--- src/rtl/z_result_stage.sv ---
// ALU output stage: captures ALU results into the Z register pair, handshakes
// with multi-cycle units, and drives either Z half onto the shared datapath bus.
module z_result_stage #(
   parameter int WIDTH   = 32,
   parameter int TIMEOUT = 64,
   parameter int CNT_W   = 7
) (
   input  logic               clk,
   input  logic               clr,
   input  logic               Zin,
   input  logic               op_multi,
   output logic               alu_start,
   input  logic               alu_done,
   input  logic [2*WIDTH-1:0] alu_result,
   input  logic               Zhighout,
   input  logic               Zlowout,
   output logic [WIDTH-1:0]   bus_out,
   output logic [WIDTH-1:0]   z_high,
   output logic [WIDTH-1:0]   z_low,
   output logic               z_valid,
   output logic               busy,
   output logic               flag_zero,
   output logic               flag_neg,
   output logic               err
);

   typedef enum logic [1:0] {IDLE, WAIT, FULL} state_t;

   state_t           state;
   state_t           stateNext;
   logic [CNT_W-1:0] waitCount;
   logic             doCapture;
   logic             doStart;
   logic             doTimeout;
   logic             selConflict;

   assign z_valid     = (state == FULL);
   assign busy        = (state == WAIT);
   assign selConflict = Zhighout & Zlowout;

   // A completion arriving on the final wait cycle takes precedence over the abort.
   always_comb begin
      stateNext = state;
      doCapture = 1'b0;
      doStart   = 1'b0;
      doTimeout = 1'b0;
      case (state)
         IDLE, FULL: begin
            if (Zin) begin
               if (op_multi) begin
                  stateNext = WAIT;
                  doStart   = 1'b1;
               end else begin
                  stateNext = FULL;
                  doCapture = 1'b1;
               end
            end
         end
         WAIT: begin
            if (alu_done) begin
               stateNext = FULL;
               doCapture = 1'b1;
            end else if (waitCount == CNT_W'(TIMEOUT - 1)) begin
               stateNext = IDLE;
               doTimeout = 1'b1;
            end
         end
         default: stateNext = IDLE;
      endcase
   end

   always_ff @(posedge clk) begin
      if (clr) begin
         state     <= IDLE;
         alu_start <= 1'b0;
         waitCount <= '0;
         z_high    <= '0;
         z_low     <= '0;
         flag_zero <= 1'b0;
         flag_neg  <= 1'b0;
         err       <= 1'b0;
      end else begin
         state     <= stateNext;
         alu_start <= doStart;
         if (doStart) begin
            waitCount <= '0;
         end else if (state == WAIT) begin
            waitCount <= waitCount + CNT_W'(1);
         end
         if (doCapture) begin
            z_high    <= alu_result[2*WIDTH-1:WIDTH];
            z_low     <= alu_result[WIDTH-1:0];
            flag_zero <= (alu_result[WIDTH-1:0] == '0);
            flag_neg  <= alu_result[WIDTH-1];
         end
         if (doTimeout || selConflict) begin
            err <= 1'b1;
         end
      end
   end

   // Low half wins when both selects are asserted; the conflict is flagged via err.
   always_comb begin
      bus_out = '0;
      if (Zlowout) begin
         bus_out = z_low;
      end else if (Zhighout) begin
         bus_out = z_high;
      end
   end

endmodule

--- config.mk ---
export PLATFORM = sky130hd
export DESIGN_NAME = z_result_stage
export DESIGN_NICKNAME = d
export VERILOG_FILES = /design/src/rtl/z_result_stage.sv
export SDC_FILE = /design/constraint.sdc
export NUM_CORES = 1
export LEC_CHECK = 0
export ABC_AREA = 1
export CAP_MARGIN = 5
export CORE_MARGIN = 2
export CORE_UTILIZATION = 30
export DETAILED_ROUTE_END_ITERATION = 7
export DONT_BUFFER_PORTS = 1
export HOLD_SLACK_MARGIN = 0.1
export PLACE_DENSITY = 0.54
export SYNTH_ARGS = -nofsm -noshare
export SYNTH_HDL_FRONTEND = slang
export SYNTH_SLANG_ARGS = --single-unit
--- constraint.sdc ---
create_clock -name clk -period 2.8 [get_ports clk]
set_clock_uncertainty 0.2 [all_clocks]
set_input_delay 0 -clock clk [delete_from_list [all_inputs] [get_ports clk]]
set_output_delay 0 -clock clk [all_outputs]
set_load 0.02 [all_outputs]
==> flow_summary.toml, run 1 <==
[cts]
cts_inserted_buffers = 9
clk_pin_slew_ns = 0.08
clk_latency_ns = 0.35
cts_buffer_depth = 2
htreeDepth = 3
clock_sinks = 76
cts_tree = "done"
cts_root_buf = "clkbuf_8"

[sta]
tightest_slew_ns = 0.742
setup_tns_ns = 0
whs_ns = 0.100
hold_violations = 0
grt_setup_unrepaired = "no"
fin_crit_sh_pct = 94.4
max_freq_mhz = 378
drv_slew = 0
final-setup-viol-count = 0
slew_headroom_pct = 50.0
fin_crit_ns = 2.64

[final_layout]
final_nets = 624
final_common_cell = "dlygate4sd3_1"
layout-drive-gt1-share_pct = 5.05
mostFrequentLayoutCells = "dlygate4sd3_1, nand2_1, dfxtp_1, a21oi_1, o21ai_0"
diodes = 0
syn2layout_area_growth_pct = 38.3

[grt]
grt_overflow = 0
grt_pass1_wl_mm = 16.1
grt_pass1_vias = 3316
grtUsageTotal_pct = 17.7
grt_start_max_net_pins = 87
antenna_found_initial = 0

[synth]
synth_top_area_share_pct = 46.2
yosysWarnings = 0
synth_cells = 467
yosysTopAreaCell = "dfxtp_1"
ys_ff_latch = 76
yosys-top-cells-area = "dfxtp_1, nand2_1, a21oi_1"
mappedNetlistNets = 539
ys_types = 22
syn_area_sq_um = 3290
syn_avg_cell_area_sq_um = 7.05
seq_area_frac_synth_pct = 46.2

[critical_path]
reg2reg_to = "z_low[22]"
crit_path_start_kind = "flop"
reg2reg_depth = 9
rr_startpoint = "state[0]"
cp_max_fo = 12
endpoint_kind = "flop"
crit_path_cell_trace = "inv_2, nor2_4, nand2_2, nand2_4, inv_2, o21ai_0, dlygate4sd3_1, a21oi_1, dlygate4sd3_1"
reg2reg_slack_ns = 0.16
criticalPathCategory = "reg2reg"
critical_path_buf_inv_count = 4
crit_arrival_ns = 2.68
crit_slowest_cell = "dlygate4sd3_1"
slowest_delay_ns = 0.57
cp_top_family = "buffers and inverters"
cp.required_ns = 2.83

[detailed_routing]
totalWireLength_mm = 10.8
vias_per_cell = 4.90
drt_iter0_drc = 196
via_count = 3408
dr_wl_met2_mm = 5.02
wire_per_inst_um = 15.5
dr_wl_met3_um = 875
drc = 0
drt-met1-wl_mm = 4.54
top_layer = "met4"
ant_nets = 0
first_pass_iters = 5

[pwr]
powerDensity_nw_per_um2 = 545
p_leak_nw = 1.66
peakVddDrop_uv = 215

[placed_design]
dp_hpwl_mm = 6.83
routabilityCongestion = 0.746
port_buffers = 0

[floorplanning]
io_pins = 173
start_util_pct = 30.5
row_count = 38
die_area_sq_um = 11800
die_h_um = 109
core-area_sq_um = 10800
die_x_um = 109

[worst_hold_path]
holdCritStartpoint = "Zhighout"
hold_depth = 2
min_path_type = "in2out"
hold_path_end = "bus_out[5]"

[run_status]
outcome = "completed"

[flow_run]
drv_cap = 0
==> cells by family (layout without fill, tap and decap cells) <==
family / after synthesis / count (layout) / synth area share (%)
AND/OR/NAND/NOR: 175 / 175 / 22.3
AO/OA/AOI/OAI: 139 / 139 / 21.2
flip-flops: 76 / 76 / 46.2
buffers and inverters: 76 / 164 / 9.88
adder cells (fa/ha/maj): 1 / 1 / 0.380
==> cell type report <==
cell class | instances | area [sq um]
clock inverter | 1 | 7.51
timing repair buffer | 105 | 1060
multi-input combinational | 315 | 1450
sequential | 76 | 1520
tap | 140 | 175
inverter | 45 | 169
clock buffer | 13 | 169
fill | 1086 | 6240
==> power by group <==
part / internal [W] / switching [W]
Clock: 0.000386 / 0.000393
Sequential: 0.00115 / 0.000145
Combinational: 0.000171 / 0.000232
==> registers in the layout, indices dropped and copies added (netlist names) <==
signal,cells
waitCount,7
flag_zero,1
state,2
alu_start,1
z_low,32
z_high,32
err,1
==> worst max-delay path by stage <==
stage	cells past startpoint	slack [ns]	start	endpoint
2_1_floorplan	8	1.23	state[0]	z_low[10]
3_3_place_gp	7	1.02	state[0]	z_high[26]
3_5_place_dp	8	0.93	state[0]	z_low[13]
4_1_cts	9	0.16	state[0]	z_low[21]
5_1_grt	9	0.002	state[0]	z_low[23]
6_report	9	0.16	state[0]	z_low[22]
==> metrics by stage <==
stage / util [%] / cells / worst slack (ns) / power [W] / area, sq um
final: 42.2 / 695 / 0.155 / 0.00248 / 4550
after floorplan: - / 467 / 1.23 / 0.00154 / 3290
after global placement: 31.1 / 580 / 1.02 / 0.00158 / 3350
after CTS: 42.2 / 695 / 0.163 / 0.00251 / 4550
after detailed placement: 31.1 / 580 / 0.931 / 0.00159 / 3350
after global routing: 42.2 / 695 / 0.00203 / 0.00261 / 4550
==> synth_stat cells (all sizes together) <==
| library cell | number |
|---|---|
| a21oi | 71 |
| buf | 11 |
| clkbuf | 20 |
| dfxtp | 76 |
| ha | 1 |
| inv | 45 |
| nand2 | 97 |
| nand3 | 38 |
| nand4 | 1 |
| nor2 | 36 |
| nor3b | 1 |
| o21ai | 68 |
| or2 | 2 |
==> worst reg2reg max path, delay by kind of cell (launching register included) <==
family / cells / cell delay, ns
flops: 1 / 0.36
buf+inv: 4 / 1.29
compound gates: 2 / 0.19
simple gates: 3 / 0.48
==> per-layer routing <==
metal  vias up  track usage (%)
li1       1688                -
met1      1519             20.9
met2       174             29.0
met3        27             4.54
met4         0             10.4
met5         -                0
==> what timing repair did <==
item                                    4_1_cts  5_1_grt
resized for setup                             0        1
endpoints found under the hold margin        78        0
setup buffers                                 0        0
hold buffers                                101        0
endpoints found under the setup margin        0        3
Power figures use the tool's default switching activity.
==> run 2, diff against run 1 <==
--- a/config.mk
+++ b/config.mk
@@ -7,7 +7,7 @@
 export LEC_CHECK = 0
 export ABC_AREA = 1
 export CAP_MARGIN = 5
-export CORE_MARGIN = 2
+export CORE_MARGIN = 5
 export CORE_UTILIZATION = 30
 export DETAILED_ROUTE_END_ITERATION = 7
 export DONT_BUFFER_PORTS = 1
==> run 2 against run 1 <==
  * Fmax increased by 9.2%
  * Global-route usage decreased by 1.1 points
  * Sequential cell count unchanged
  * Critical path depth decreased by 1
  * Count of clock-buffer cells in the layout decreased by 2
  * Routed wire length increased by 2.5%
  * Cell area decreased by 3.4%
  * Highest routed layer unchanged
==> flow_summary.toml, run 2 (synthesis results as in run 1) <==
[cts]
cts_hold_buffers = 85
cts_repair_resize_count = 0
htreeDepth = 3
cts_setup_buffers = 0
cts_inserted_buffers = 9
clk_pin_slew_ns = 0.08
cts_buffer_depth = 2
clk_latency_ns = 0.34
cts_root_buf = "clkbuf_8"
clock_sinks = 76
cts_tree = "done"

[critical_path]
crit_path_frequent_cell = "inv_2"
crit_slowest_cell = "inv_2"
criticalPathCategory = "reg2reg"
crit_arrival_ns = 2.52
crit_path_start_kind = "flop"
endpoint_kind = "flop"
cp.required_ns = 2.89
cp_max_fo = 59
crit_path_cell_trace = "inv_2, nor2_4, nand2_2, nand2_4, inv_2, nand2_1, a21oi_1, dlygate4sd3_1"
slowest_delay_ns = 0.68

[pwr]
peakVddDrop_uv = 233
p_leak_nw = 1.60
powerDensity_nw_per_um2 = 561
swShare_pct = 32.1
clkPwrFrac_pct = 31.8
power_frac_seq_pct = 52.7
internal_power_w = 0.00167
comb_power_share_pct = 15.5
power_switching_w = 0.000791
total_power_w = 0.00247

[sta]
fin_crit_sh_pct = 86.5
hold_violations = 0
drv_slew = 0
max_freq_mhz = 413
setup_ws_ns = 0.378
setup_tns_ns = 0
grt_setup_unrepaired = "no"
slew_headroom_pct = 33.8
tightest_slew_ns = 0.994
fin_crit_ns = 2.42
final-setup-viol-count = 0

[detailed_routing]
ant_nets = 0
first_pass_iters = 4
vias_per_cell = 4.88
wire_per_inst_um = 16.2
drt_iter0_drc = 215
via_count = 3325
totalWireLength_mm = 11.0
drc = 0

[floorplanning]
row_count = 38
die_h_um = 115
die_area_sq_um = 13200
start_util_pct = 30.5
io_pins = 173
core-area_sq_um = 10800
die_x_um = 115

[worst_hold_path]
min_path_type = "in2out"

[grt]
grtUsageTotal_pct = 16.6
antenna_found_initial = 0
grt_start_max_net_pins = 60
grt_pass1_wl_mm = 17.3
grt_pass1_vias = 3447
grt_overflow = 0

[final_layout]
final_common_cell = "nand2_1"
final_nets = 609
final_util_pct = 40.7
instances_no_fill = 682
syn2layout_area_growth_pct = 33.6
mostFrequentLayoutCells = "nand2_1, dlygate4sd3_1, dfxtp_1, a21oi_1, o21ai_0"
diodes = 0
reg_top3 = "z_high: 32 flops, z_low: 32 flops, waitCount: 7 flops"
layout-drive-gt1-share_pct = 5.72

[flow_run]
drv_cap = 0

[placed_design]
dp_hpwl_mm = 7.36
place_ws_ns = 0.535
place_inst = 581
port_buffers = 0
routabilityCongestion = 0.808

[run_status]
outcome = "completed"
==> run 2: area by class of cell <==
cell class / instances / area (sq um)
clock inverters: 5 / 36.3
repair buffers: 90 / 898
fillers: 1113 / 6400
flip-flops and latches: 76 / 1520
clock buffers: 11 / 151
inverters: 45 / 169
multi-input cells: 315 / 1450
well taps: 140 / 175
==> run 2: worst paths after layout <==
| check | from | end | slack [ns] | cells after the start |
|---|---|---|---|---|
| max | state[0] | z_high[26] | 0.38 | 8 |
| min | Zhighout | bus_out[10] | 0.11 | 2 |
| max reg2reg | state[0] | z_high[26] | 0.38 | 8 |
| min reg2reg | waitCount[6] | waitCount[6] | 0.28 | 2 |
==> run 2: critical path: cells and delay by family (launching register included) <==
family | cells | cell delay, ns
AOI/OAI and AO/OA | 1 | 0.15
buffers and inverters | 3 | 1.33
DFF | 1 | 0.34
and+or+nand+nor | 4 | 0.33
==> run 2: metal layers <==
layer	track usage [%]	share of wire, %	wire [um]
met5	0	0	0
met4	5.71	0.90	99
met3	5.05	8.1	891
met2	29.0	50	5470
met1	19.4	41	4580
==> run 2: through the flow <==
stage                     hold WS, ns  cell area, sq um
after floorplan               -0.0526              3290
after global placement         -0.127              3350
after CTS                       0.105              4400
after detailed placement       -0.124              3350
final                           0.106              4400
after global routing            0.118              4400
==> run 2: power groups by stage <==
stage	clock network (W)	registers [W]	logic [W]
2_1_floorplan	0	0.00130	0.000241
3_3_place_gp	0	0.00132	0.000260
3_5_place_dp	0	0.00133	0.000266
4_1_cts	0.000824	0.00130	0.000380
5_1_grt	0.000867	0.00131	0.000425
6_report	0.000785	0.00130	0.000381
==> run 3, diff against run 2 <==
--- a/config.mk
+++ b/config.mk
@@ -8,11 +8,11 @@
 export ABC_AREA = 1
 export CAP_MARGIN = 5
 export CORE_MARGIN = 5
-export CORE_UTILIZATION = 30
+export CORE_UTILIZATION = 35
 export DETAILED_ROUTE_END_ITERATION = 7
 export DONT_BUFFER_PORTS = 1
 export HOLD_SLACK_MARGIN = 0.1
-export PLACE_DENSITY = 0.54
+export PLACE_DENSITY = 0.59
 export SYNTH_ARGS = -nofsm -noshare
 export SYNTH_HDL_FRONTEND = slang
 export SYNTH_SLANG_ARGS = --single-unit
==> run 3 against run 2 <==
  * Clock power increased by 21%
  * Via count up 3.3%
  * Die area shrank 13%
  * Power increased by 7.5%
  * First-iteration DRC count is 2.8% lower
  * Critical path depth did not move
  * Worst setup slack worse by 0.0082 ns
  * Sequential power about the same
  * Critical path type unchanged
  * Largest cell class unchanged
  * Highest routed layer unchanged
==> flow_summary.toml, run 3 (synthesis results as in run 1) <==
[final_layout]
instances_no_fill = 670
layout-drive-gt1-share_pct = 5.19
final_nets = 626
reg_top3 = "z_high: 32 flops, z_low: 32 flops, waitCount: 7 flops"
final_common_cell = "dlygate4sd3_1"
final_util_pct = 49.7
mostFrequentLayoutCells = "dlygate4sd3_1, nand2_1, dfxtp_1, a21oi_1, o21ai_0"
diodes = 0
syn2layout_area_growth_pct = 38.9

[cts]
clk_pin_slew_ns = 0.09
cts_setup_buffers = 0
cts_inserted_buffers = 9
cts_tree = "done"
cts_repair_resize_count = 0
cts_buffer_depth = 2
clk_latency_ns = 0.34
cts_root_buf = "clkbuf_8"
clock_sinks = 76
htreeDepth = 3

[sta]
slew_headroom_pct = 39.4
hold_violations = 0
tightest_slew_ns = 0.909
setup_tns_ns = 0
fin_crit_ns = 2.43
drv_slew = 0
final-setup-viol-count = 0
whs_ns = 0.0986
grt_setup_unrepaired = "no"
fin_crit_sh_pct = 86.8
max_freq_mhz = 411
setup_ws_ns = 0.370

[floorplanning]
die_area_sq_um = 11400
row_count = 35
die_x_um = 107
die_h_um = 107
io_pins = 173
start_util_pct = 35.8
core-area_sq_um = 9200

[critical_path]
crit_path_start_kind = "flop"
reg2reg_depth = 8
cp_max_fo = 33
endpoint_kind = "flop"
rr_startpoint = "state[0]"
criticalPathCategory = "reg2reg"
crit_arrival_ns = 2.50
reg2reg_to = "z_high[23]"
reg2reg_slack_ns = 0.37
cp.required_ns = 2.87

[detailed_routing]
drc = 0
first_pass_iters = 4
via_count = 3436
vias_per_cell = 5.13
ant_nets = 0
drt_iter0_drc = 209
totalWireLength_mm = 11.1
wire_per_inst_um = 16.5

[placed_design]
port_buffers = 0
place_ws_ns = 0.753
place_inst = 550
routabilityCongestion = 0.848
dp_hpwl_mm = 7.23

[pwr]
powerDensity_nw_per_um2 = 580
p_leak_nw = 1.65
peakVddDrop_uv = 298

[grt]
grt_start_max_net_pins = 98
grt_overflow = 0
grt_pass1_wl_mm = 17.4
grt_pass1_vias = 3414
antenna_found_initial = 0
grtUsageTotal_pct = 19.0

[run_status]
outcome = "completed"

[worst_hold_path]
holdCritStartpoint = "Zhighout"
hold_path_end = "bus_out[27]"
hold_depth = 2
min_path_type = "in2out"

[flow_run]
drv_cap = 0
## run 3: repair_timing
item,CTS,global route
hold buffers,104,0
hold endpoints to repair,76,0
endpoints found under the setup margin,0,0
## run 3: layout make-up
type,instances,area [sq um]
fill,871,4620
timing repair buffer,107,1070
clock inverter,6,86.3
inverter,45,169
clock buffer,10,138
multi-input combinational,315,1450
tap,111,139
sequential,76,1520
## run 3: layer usage
metal	part of all wire, %	global-route usage (%)
met2	47	32.1
met4	2.8	7.49
met5	0	0
met3	8.0	6.20
met1	42	22.3
## run 3: how the worst max path moves through the flow
stage,startpoint,end,slack (ns),cells after the start
after floorplan,state[0],z_low[10],1.23,8
after global placement,state[0],z_low[12],0.85,8
after detailed placement,state[0],z_low[15],0.75,8
after CTS,state[0],z_high[17],0.39,8
after global routing,state[0],z_high[23],0.21,8
final,state[0],z_high[23],0.37,8
## run 3: where the power goes
group	total, W	switching, W	internal [W]
registers	0.00130	0.000148	0.00115
clock network	0.000952	0.000425	0.000527
logic	0.000399	0.000231	0.000168
total	0.00265	0.000804	0.00185
## run 3: worst max-delay path, stage by stage (launching register included)
cell           delay [ns]
dfxtp_1              0.39
inv_2                0.08
nor2_4               0.26
nand2_2              0.13
nand2_4              0.09
buf_4                0.37
nand2_1              0.10
dlygate4sd3_1        0.59
a21oi_1              0.14
## run 3: per-stage QoR
stage,instance area [sq um],power (W)
2_1_floorplan,3290,0.00154
3_3_place_gp,3300,0.00158
4_1_cts,4570,0.00268
3_5_place_dp,3300,0.00159
5_1_grt,4570,0.00278
6_report,4570,0.00265
